### src/rtl/vga_vram_arbiter.sv
// vga_vram_arbiter
//   Shares one single-port synchronous VRAM between VGA scanout and a CPU bus port.
//   Scanout prefetches one 24-bit word (8 pixels x 3 bpp) two cycles before the word is
//   displayed and always wins the memory; the CPU uses any cycle scanout does not need,
//   through a two-state req/ready handshake (at most one transaction every 2 cycles).
//
// Ports
//   clk25175KHz   pixel clock; all state on its rising edge
//   reset         synchronous, active-high
//   hcount/vcount current column/line from the timing generator
//   red/green/blue pixel colour, forced to 0 outside the active window
//   mem_addr/mem_we/mem_wdata  VRAM command (combinational, valid in the issue cycle)
//   mem_rdata     VRAM read data, valid the cycle after issue
//   cpu_req/cpu_we/cpu_addr/cpu_wdata  CPU request, held stable until cpu_ready
//   cpu_ready     one-cycle completion pulse; cpu_rdata valid with it
//   cpu_stall_cnt cycles a CPU request was blocked by a scanout fetch
//
// Configuration
//   VGA_ARB_STALL_CNT_EN  when defined, cpu_stall_cnt is a saturating counter;
//                         otherwise it is tied to 0.

module vga_vram_arbiter #(
    parameter int unsigned H_START = 144,
    parameter int unsigned V_START = 35,
    parameter int unsigned H_PIX   = 640,
    parameter int unsigned V_PIX   = 480,
    parameter int unsigned ADDR_W  = 16
) (
    input  logic              clk25175KHz,
    input  logic              reset,
    input  logic [9:0]        hcount,
    input  logic [9:0]        vcount,
    output logic              red,
    output logic              green,
    output logic              blue,
    output logic [ADDR_W-1:0] mem_addr,
    output logic              mem_we,
    output logic [23:0]       mem_wdata,
    input  logic [23:0]       mem_rdata,
    input  logic              cpu_req,
    input  logic              cpu_we,
    input  logic [ADDR_W-1:0] cpu_addr,
    input  logic [23:0]       cpu_wdata,
    output logic              cpu_ready,
    output logic [23:0]       cpu_rdata,
    output logic [15:0]       cpu_stall_cnt
);

    localparam int unsigned WPL = H_PIX / 8;

    localparam logic [9:0] H_ACT_FIRST = 10'(H_START);
    localparam logic [9:0] H_ACT_END   = 10'(H_START + H_PIX);
    localparam logic [9:0] SLOT_FIRST  = 10'(H_START - 2);
    localparam logic [9:0] SLOT_END    = 10'(H_START + H_PIX - 2);
    localparam logic [9:0] V_ACT_FIRST = 10'(V_START);
    localparam logic [9:0] V_ACT_END   = 10'(V_START + V_PIX);

    typedef enum logic {StIdle, StAck} state_e;

    state_e      state_q, state_d;
    logic        cpu_issue;
    logic        load_q;
    logic [23:0] pix_q;

    logic              v_active, h_active, slot;
    logic [9:0]        slot_offs, line_idx;
    logic [ADDR_W-1:0] scan_addr;

    // Slot timing: word n is fetched at H_START+8n-2, lands on mem_rdata at
    // H_START+8n-1 and is in the shift register for H_START+8n..H_START+8n+7.
    always_comb begin
        v_active  = (vcount >= V_ACT_FIRST) && (vcount < V_ACT_END);
        h_active  = (hcount >= H_ACT_FIRST) && (hcount < H_ACT_END);
        slot_offs = hcount - SLOT_FIRST;
        line_idx  = vcount - V_ACT_FIRST;
        slot      = v_active && (hcount >= SLOT_FIRST) && (hcount < SLOT_END) &&
                    (slot_offs[2:0] == 3'd0);
        scan_addr = ADDR_W'(line_idx) * ADDR_W'(WPL) + ADDR_W'(slot_offs[9:3]);
    end

    // CPU handshake FSM
    always_comb begin
        state_d   = state_q;
        cpu_issue = 1'b0;
        case (state_q)
            StIdle: begin
                // A colliding scanout slot simply defers the request by a cycle.
                if (cpu_req && !slot) begin
                    cpu_issue = 1'b1;
                    state_d   = StAck;
                end
            end
            StAck:   state_d = StIdle;
            default: state_d = StIdle;
        endcase
    end

    always_ff @(posedge clk25175KHz) begin
        if (reset) begin
            state_q <= StIdle;
        end else begin
            state_q <= state_d;
        end
    end

    // Memory command mux and CPU response
    always_comb begin
        mem_addr  = '0;
        mem_we    = 1'b0;
        mem_wdata = '0;
        if (slot) begin
            mem_addr = scan_addr;
        end else if (cpu_issue) begin
            mem_addr  = cpu_addr;
            mem_we    = cpu_we && !reset;
            mem_wdata = cpu_wdata;
        end
        // Gated by reset so an aborted transaction never signals completion.
        cpu_ready = (state_q == StAck) && !reset;
        cpu_rdata = cpu_ready ? mem_rdata : '0;
        {red, green, blue} = (h_active && v_active) ? pix_q[2:0] : 3'b000;
    end

    // Pixel shift register: load the fetched word, otherwise shift one pixel out per clock.
    always_ff @(posedge clk25175KHz) begin
        if (reset) begin
            load_q <= 1'b0;
            pix_q  <= '0;
        end else begin
            load_q <= slot;
            if (load_q) begin
                pix_q <= mem_rdata;
            end else begin
                pix_q <= pix_q >> 3;
            end
        end
    end

`ifdef VGA_ARB_STALL_CNT_EN
    logic [15:0] stall_q;

    always_ff @(posedge clk25175KHz) begin
        if (reset) begin
            stall_q <= '0;
        end else if ((state_q == StIdle) && cpu_req && slot && (stall_q != 16'hFFFF)) begin
            stall_q <= stall_q + 16'd1;
        end
    end

    assign cpu_stall_cnt = stall_q;
`else
    assign cpu_stall_cnt = 16'd0;
`endif

endmodule

### config.mk
export PLATFORM = sky130hd
export DESIGN_NAME = vga_vram_arbiter
export DESIGN_NICKNAME = d
export VERILOG_FILES = /design/src/rtl/vga_vram_arbiter.sv
export SDC_FILE = /design/constraint.sdc
export NUM_CORES = 1
export LEC_CHECK = 0
export CAP_MARGIN = 40
export CORE_MARGIN = 3
export CORE_UTILIZATION = 40
export DETAILED_ROUTE_END_ITERATION = 10
export DONT_BUFFER_PORTS = 1
export GPL_ROUTABILITY_DRIVEN = 0
export GPL_TIMING_DRIVEN = 0
export SETUP_SLACK_MARGIN = 0.2
export SYNTH_ARGS = -nofsm -noshare
export SYNTH_HDL_FRONTEND = slang
export SYNTH_SLANG_ARGS = --single-unit
### constraint.sdc
create_clock -name clk25175KHz -period 5 [get_ports clk25175KHz]
set_input_delay 0.5 -clock clk25175KHz [delete_from_list [all_inputs] [get_ports clk25175KHz]]
set_output_delay 0.5 -clock clk25175KHz [all_outputs]
set_load 0.02 [all_outputs]
## Yosys cells after proc, flatten, opt, wreduce, memory -nomap -nowiden

Index checks and enable logic that the tools add are counted.

- Register bits: 26
- Bits of input ports: 88
- Output and inout port bits: 85
- Word-level logic and storage cells: 41

- Order comparisons: 6
- Bitwise logic cells: 2
- Reductions and logical operators: 13
- Multiplexer cells: 12
- Add/sub/neg operators: 3
- Multiply operators: 1

Operators with widths:

| kind | number |
|---|---|
| $mux 24 | 3 |
| $mux 16 | 2 |
| $lt 10x10->1 const B | 3 |
| $mux 21 | 1 |
| $ge 10x8->1 const B | 2 |
| $add 16x7->16 | 1 |
| $mul 10x3->12 const B | 1 |
| $ge 10x6->1 const B | 1 |
| $sub 10x6->10 const B | 1 |
| $sub 10x8->10 const B | 1 |
| $logic_and 1x1->1 | 9 |
| $mux 1 | 4 |
| $logic_not 3->1 | 1 |
| $mux 3 | 1 |
| $logic_not 1->1 | 2 |
| $not 1->1 | 2 |
| $pmux 1 s2 | 1 |
| $reduce_or 2->1 | 1 |

## Longest topological paths before layout

Gate-level depths: netlist of the first run.

- Depth in word-level cells: 11
- Mapped depth: 13
- Gate-level depth less buffers: 12

## Worst setup path before layout of the first run

OpenSTA, ideal clock, no wires.

- Kind: input to output
- From: in vcount[0]
- To: out mem_addr[15]
- Path slack: 0.910 ns
- Stages: 12
- Data arrival time: 3.590 ns
- Required time: 4.500 ns
- Buffers on the path: 0
- Cell sequence: ha_1 -> o31a_1 -> nor2_1 -> inv_1 -> ha_1 -> fa_1 -> a21o_1 -> a221oi_1 -> xnor2_1 -> nand2_1 -> or4_1 -> a32o_1

- Cells in the longest elaborated chain, start to end: 11
- Elaborated cells on any way between the ends: 15
- Those cells by class: 2 x add/sub; 1 x mul; 2 x order compare; 4 x mux; 6 x reduce/logical

RTL lines:

| what | line | text |
|---|---|---|
| start: declaration | 32 | `input logic [9:0] vcount,` |
| parallel branches: the longest is 10 deep, another holds $add 16x7->16 | n/a |  |
| $mux 16 * | 111 | `if (slot) begin` |
| end: declaration | 36 | `output logic [ADDR_W-1:0] mem_addr,` |

Mark *: on every way between the ends.

## Final worst setup path of the first run

Same ends and word-level chain as after synthesis.

==> results of run 1 <==
## stage by stage
stage / worst slack (ps) / hold slack (ps) / instances / util (%)
floorplan: 910 / 437 / 357 / -
global placement: 686 / 442 / 450 / 45.1
detailed placement: 661 / 449 / 450 / 45.1
CTS: 646 / 337 / 454 / 46.2
global route: 413 / 334 / 454 / 46.2
finish: 650 / 343 / 454 / 46.2
## Yosys cell counts (9+ instances only)
cell and n:
a21oi_1 10, a22o_1 15, and2_1 53, buf_4 16, clkbuf_1 9, dfxtp_1 26
ha_1 15, inv_1 9, mux2i_1 22, nand2_1 9, nor2_1 33, o21ai_0 10
xnor2_1 18, xor2_1 11
## worst register-to-register path: cells and delay by family (launching register included)
family / cells / cell delay [ps]
buf+inv: 2 / 770
simple gates: 1 / 50
flops: 1 / 310
mux: 1 / 290
## metal layers
layer / vias to the layer above / share of wire (%) / global-route usage (%)
met3: 3 / 10 / 4.42
li1: 1196 / - / -
met1: 1051 / 40 / 18.6
met5: - / 0 / 0
met4: 0 / 0.13 / 0.812
met2: 109 / 50 / 28.7
## cell families (layout without fill, tap and decap cells)
logic type / Yosys count / count (layout) / synth area share [%]
and+or+nand+nor: 141 / 141 / 29.3
DFF: 26 / 26 / 18.7
other: 1 / 16 / 0.135
buffers and inverters: 42 / 46 / 8.62
adders and majority gates: 17 / 17 / 8.17
AOI/OAI and AO/OA: 63 / 63 / 17.6
muxes: 22 / 22 / 7.90
xor gates and xnor gates: 30 / 30 / 9.69
## power groups by stage
stage          clock network (uW)  registers, uW  logic (uW)
6_report                      173            210         344
5_1_grt                       184            210         380
4_1_cts                       175            210         345
3_5_place_dp                    0            215         344
3_3_place_gp                    0            215         340
2_1_floorplan                   0            214         296
## layout make-up
class | instances | area [sq um]
buffer | 33 | 206
clock buffer | 3 | 41.3
clock inverter | 1 | 30.0
fill | 661 | 3540
inverter | 9 | 33.8
multi-input combinational | 289 | 2080
sequential | 26 | 520
tap | 93 | 116
## flip-flops by register name (all words and copies together), names as in the netlist
| register | cells |
|---|---|
| load_q | 1 |
| pix_q | 24 |
| state_q | 1 |
## worst min path at each step
stage | startpoint | endpoint | slack, ps
after CTS | mem_rdata[22] | pix_q[22] | 340
after detailed placement | pix_q[7] | pix_q[4] | 450
after floorplan | pix_q[3] | pix_q[0] | 440
final | mem_rdata[22] | pix_q[22] | 340
after global routing | mem_rdata[22] | pix_q[22] | 330
after global placement | pix_q[13] | pix_q[10] | 440
==> run summary, run 1 <==
The run finished with clean final reports. Yosys mapped a number of flops with a built-in enable equal to 0. For the peak supply drop, the log shows 0.000257 V.

STA classifies the critical path startpoint as a primary input. The core area was 0.00657 sq mm; the post-synthesis sequential element count was 26. The tools report the final count of hold timing violations as 0. The tools report the sum of negative setup slack as 0 ps. The run gives 26 as the sink count of the clock tree. The worst setup path is captured at a primary output. The initial cell density of the core is 42.4%. Setup fix buffers added after clock tree synthesis: 0. Following the worst setup path forward leads to its endpoint at mem_addr[15]. Detailed routing inserted a total of 2,359 vias. Walking the worst path, the cells encountered are ha_1 -> o31a_1 -> nor2_1 -> inv_1 -> ha_1 -> fa_1 -> a21o_1 -> a221oi_1 -> xnor2_1 -> nand2_1 -> or4_1 -> a32o_1.

The number of buffer and inverter instances along the worst setup path is 1, and the post-synthesis instance total is 342. Leaving out fill and tap cells, the most frequent cell in the layout is and2_1. Clock latency on the worst-skew pair, taken at its later pin, is 270 ps. For this run, design rule violations remaining after detail routing come to 0. The height of the chip is 89.5 microns.

Sum of net half-perimeters after detailed placement: 6010 microns. The category of the most critical setup path is primary input to primary output. For the number of antenna violations at the first check in global routing, the log shows 0. Summed over its instances, the top area cell type makes up 18.7% of the synthesized netlist area. Clock slew seen by the registers of the worst setup and hold paths: 90 ps. Power spread over the standard cell area amounts to 240 mW/mm^2.

The hold-critical path depth was 1. Summed over all instances, the cell type with the most area after synthesis is dfxtp_1. Worst-case reg-to-reg path depth: 4.

The clock network accounts for 23.9% of the total power. Relative slew slack: 51.6%. Using the TritonRoute via totals, the vias-per-cell ratio works out to 5.20. The floorplan has 29 rows. Setup repair after global routing left no endpoint under its margin. The most numerous cell type found on the critical path is ha_1. In the final design database the tool counted 467 nets. The global-route congestion overflow total is 0, and the number of diodes added for antenna fixing is 0. Summed over all nets, the switching power comes to 273 uW. The worst path in the final design needs a cycle of 4350 ps, including I/O delays and setup. The mean instance size in the synthesized netlist came out at 8.15 sq um. The global-route wire length before repair is 9720 microns, and the maximum fanout along the worst path is 4.

Combinational logic burns 47.3% of the power. For this run, the slowest stage of the critical path takes 520 ps. In this run the remaining antenna-violating nets after routing total 0.

Max-cap violations in this run came to 0. Logic depth of the worst setup path including buffers: 12. The area enclosed by the die boundary was 0.00801 sq mm. Leaving out fill and tap cells, the most frequent cells in the layout are 53 x and2_1, 33 x nor2_1, 26 x dfxtp_1. On the final layout, the worst clock skew is 1.39 ps.

The sequential-to-total area share from yosys stat is 18.7%. The count of pins over their slew limit was 0. The placed instances occupy a cell area of 0.00296 sq mm. From synthesis to final layout, the design area changed by 8.75%. The data required time at the worst endpoint was 4500 ps. The endpoint of the worst-slack reg-to-reg timing path is pix_q[20]. Total power for the finished layout comes to 727 uW.

The maximum level of the CTS H-tree is 1, and the number of distinct library cell variants in the gate-level netlist after synthesis is 59. Among cell families on the critical path, the largest total delay comes from compound AO/OA/AOI/OAI gates. The total I/O pin count is 173.

At the worst endpoint, the arrival time is 3850 ps. The share of flip-flops with an asynchronous set or reset was 0%. The count of input and output buffers is 0. The ratio of final minimum period to clock period came out at 87.0%. TritonCTS built the clock tree. The number of gates resized after CTS is 0. Measured along the x axis, the die boundary spans 89.5 microns. For flop-to-flop paths, the worst setup slack is 3460 ps. For the total internal power, the log shows 453 uW. CTS placed an instance of clkbuf_8 at the clock tree root.

The first routing iteration left 39 violations. The start point of the critical path is vcount[0]. Ranked by total cell area, the synthesized netlist is headed by dfxtp_1 19%, and2_1 12%, mux2i_1 7.9%. Across every metal layer, demand over resource in global routing totals 15.5%. Entering global routing, the biggest net connects 16 pins. The tools report the number of endpoints failing setup at the final stage as 0. The worst hold-check path type was primary input to flip-flop.

At the pin with the least slew margin, the transition time is 726 ps. The average detailed-routed wire length per instance was 15.3 microns; the maximum achievable frequency was 230 MHz. In this run, post-CTS hold repair placed 0 buffers. Switching power as a share of total power: 37.6%. First-pass iteration count of the detailed router: 4. Counting the buffers created by CTS gives 3. The logs give 0.00279 sq mm for the combined area of all synthesized cells and 0.00125 uW for the leakage power of the design.

Registers are responsible for 28.9% of the overall power. Among all flip-flop cells after synthesis, the most frequent one is dfxtp_1. The buffer depth of the longest clock path was 2. The post-route netlist has 11.6% of its cells at a drive strength greater than 1.

The number of global-route vias before repair came out at 1,997. After routing the design area is 0.00303 sq mm. The slowest cell on the critical path was or4_1. Origin of the critical flop-to-flop path: load_q. During synthesis, Yosys emitted a total of 0 warnings. The run gives 6970 microns as the routed wire length.
No activity file was read; power rests on OpenSTA's default activity.
==> run 2: changes to the inputs <==
TNS_END_PERCENT = 100   (was default)
==> results of run 2 <==
No change in the layout: final DEF, timing and power equal those of run 1.
==> run 3: changes to the inputs <==
CORE_ASPECT_RATIO = 1.2   (was default)
CORE_UTILIZATION = 65   (was 40)
PLACE_DENSITY = 0.81   (was default)
==> run 3 against run 2 <==
Flip-flop and latch count is the same. Largest power group unchanged. Routed wire length down 10%. Utilization is 27 points higher. Power decreased by 6.5%. Worst hold slack better by 4.3 ps. Worst setup slack improved by 56 ps. Design area is 2.1% lower. Critical path type unchanged. Non-clock buffer count is the same. Clock power down 24%. Sequential power about the same. Count of clock-buffer cells in the layout increased by 1.
==> run summary, run 3 (synthesis results as in run 1) <==
The cell repeated most along the worst path was ha_1. The library cells used most frequently in the layout, excluding fill and tap cells, are 53 x and2_1, 33 x nor2_1, 26 x dfxtp_1. The sink count of the clock tree came out at 26 (unchanged). Counting flops per register, the top entry is pix_q. The transition at the pin with the smallest max-transition slack came out at 693 ps (-33.3 ps). Setup repair after global routing left no endpoint under its margin. The total power per unit cell area came out at 229 mW/mm^2 (-4.5%). The path class of the tightest hold or removal check is primary input to flip-flop. The floorplan row count was 25 (-14%). The final-stage net count came out at 467 (unchanged). The via count is 2,348 (-0.47%). The multi-input logic area was 0.00208 sq mm (unchanged); the number of buffer and inverter instances along the worst setup path was 1 (unchanged).

The sum of net half-perimeters after detailed placement was 5300 microns (-12%). For the final standard cell count with taps included and fillers excluded, the log shows 415 (-8.6%). The number of nets with antenna violations after detailed routing came out at 0 (unchanged). The post-cts hold buffer count is 0 (unchanged), and the total I/O pin count is 173 (unchanged). The peak supply drop is 0.000226 V (-12%).

The relative slew slack was 53.8% (+2.2 points). The maximum achievable frequency was 233 MHz (+1.3%); the number of antenna violations at the first check in global routing was 0 (unchanged). The flow ran to the end, and the final reports show no timing, DRC or antenna violations.

For the count of pins over their slew limit, the log shows 0 (unchanged). The cell family contributing the most delay on the critical path is simple AND/OR/NAND/NOR gates. The logs give 4 (unchanged) for the first-pass iteration count of the detailed router and 0 (unchanged) for the global-route congestion overflow total.

The sum of negative setup slack is 0 ps (unchanged). The ratio of final minimum period to clock period works out to 85.9% (-1.1 points). The run gives 3790 ps (-60 ps) as the data arrival time at the worst-slack endpoint. The maximum level of the CTS H-tree is 1 (unchanged). The average detailed-routed wire length per instance is 15.1 microns (-1.5%).

The tools report the number of DRC violations after detailed routing as 0 (unchanged). The slowest cell on the critical path is or4_1. The logs give 0 (unchanged) for the count of maximum capacitance violations and 0.00124 uW (-0.56%) for the leakage power of the design. The global routing met1 resource utilization was 27.3% (+8.6 points); the area enclosed by the die boundary was 0.00511 sq mm (-36%). Final count of hold timing violations: 0 (unchanged).

The delay of the slowest cell on the worst path was 490 ps (-30 ps); the post-synthesis to final-layout area growth was 6.42%. The global-route usage over all layers is 24.3% (+8.8 points). The critical path is of the primary input to primary output type. The worst setup path is launched from a primary input.

The number of diodes added for antenna fixing was 0 (unchanged). The maximum fanout along the worst path is 4 (unchanged). The clock slew seen by the registers of the worst setup and hold paths is 80 ps (about the same). For the routed wire length, the log shows 6270 microns (-10%). The number of DRC markers in iteration 0 came out at 77 (+97%). Traced cell by cell, the critical path runs through ha_1 -> o31a_1 -> nor2_1 -> inv_1 -> ha_1 -> fa_1 -> xor2_1 -> nor3b_1 -> nand3_1 -> or4_1 -> a32o_1.

The leading cell type in the layout, fill and taps excluded was and2_1. The number of buffers inserted during clock tree synthesis was 3 (unchanged); the maximum number of pins on one net before global-route repair was 15 (-1). The height of the chip was 77.7 microns (-13%).

The buffer depth of the longest clock path is 2 (unchanged), and the count of input and output buffers is 0 (unchanged). The fraction of final layout cells sized beyond drive strength 1 was 11.6% (unchanged); the final period demand of the worst path was 4290 ps (-55.7 ps). The core area was 0.00404 sq mm (-39%). The flip-flop count of the largest register after layout is 24 (unchanged), and the number of endpoints failing setup at the final stage is 0 (unchanged).

The run gives 69.1% (+27 points) as the initial cell density of the core. The tools report the global-route track usage on met3 as 5.93% (+1.5 points). The run gives 3430 ps (-30 ps) as the reg-to-reg setup timing slack. The tools report the count of fill cells added during filler insertion as 359 (-46%). The run gives 1.70 ps (+0.307 ps) as the final clock skew. The number of gates resized after CTS is 0 (unchanged). The layer with the highest usage after global routing is met2.

The worst setup path is captured at a primary output. The tools report the sequential standard cell area as 520 sq um (unchanged). The post-detailed-route via-to-cell ratio works out to 5.66 (+8.9%). TritonCTS built the clock tree. The logs give 4500 ps (about the same) for the data required time at the worst endpoint and 411 (-8.7%) for the number of cells after detailed placement. The x dimension of the die came out at 65.8 microns (-26%).

Root buffer selected by CTS: clkbuf_8. The number of global-route vias before repair is 2,345 (+17%), and the setup fix buffers added after clock tree synthesis is 0 (unchanged). The logs give 270 ps (about the same) for the clock network latency to the later pin of the worst-skew pair and 43.3% (+15 points) for the global-route met2 utilization. The global-route wire length before repair is 10,100 microns (+4.3%).

The largest registers in the layout are pix_q (24), load_q (1), state_q (1).
## run 3: metal layers
metal / vias to the layer above / routed length (microns)
met1: 1046 / 2350
met4: 0 / 98
met5: - / 0
met2: 100 / 3270
met3: 9 / 555
li1: 1193 / -
## run 3: worst paths after layout
kind / from / to / depth (start not counted)
hold / removal: mem_rdata[23] / pix_q[23] / 1
hold reg to reg: pix_q[3] / pix_q[0] / 2
setup / recovery: vcount[0] / mem_addr[15] / 11
setup reg to reg: load_q / pix_q[16] / 4
## run 3: final cells by class
cell class                 instances  area share, %
clock buffer                       4           1.86
buffer                            33           6.96
inverter                           9           1.14
sequential                        26           17.5
multi-input combinational        289           70.2
tap                               54           2.28
## run 3: per-stage QoR
stage	hold slack, ps	instance area [sq um]	setup slack (ps)	power [uW]	utilization, %
after floorplan	437	2840	910	510	-
after global placement	438	2910	744	544	72.2
after detailed placement	450	2910	706	551	72.2
after CTS	344	2970	692	682	73.5
after global routing	350	2970	489	729	73.5
final	347	2970	706	679	73.5
## run 3: power by group
group / switching [uW] / internal [uW] / total (uW) / leakage (uW)
combinational: 200 / 138 / 338 / 0.00100
sequential: 0.697 / 209 / 210 / 0.000210
clock: 61.4 / 70.4 / 132 / 0.0000288
total: 262 / 417 / 679 / 0.00124
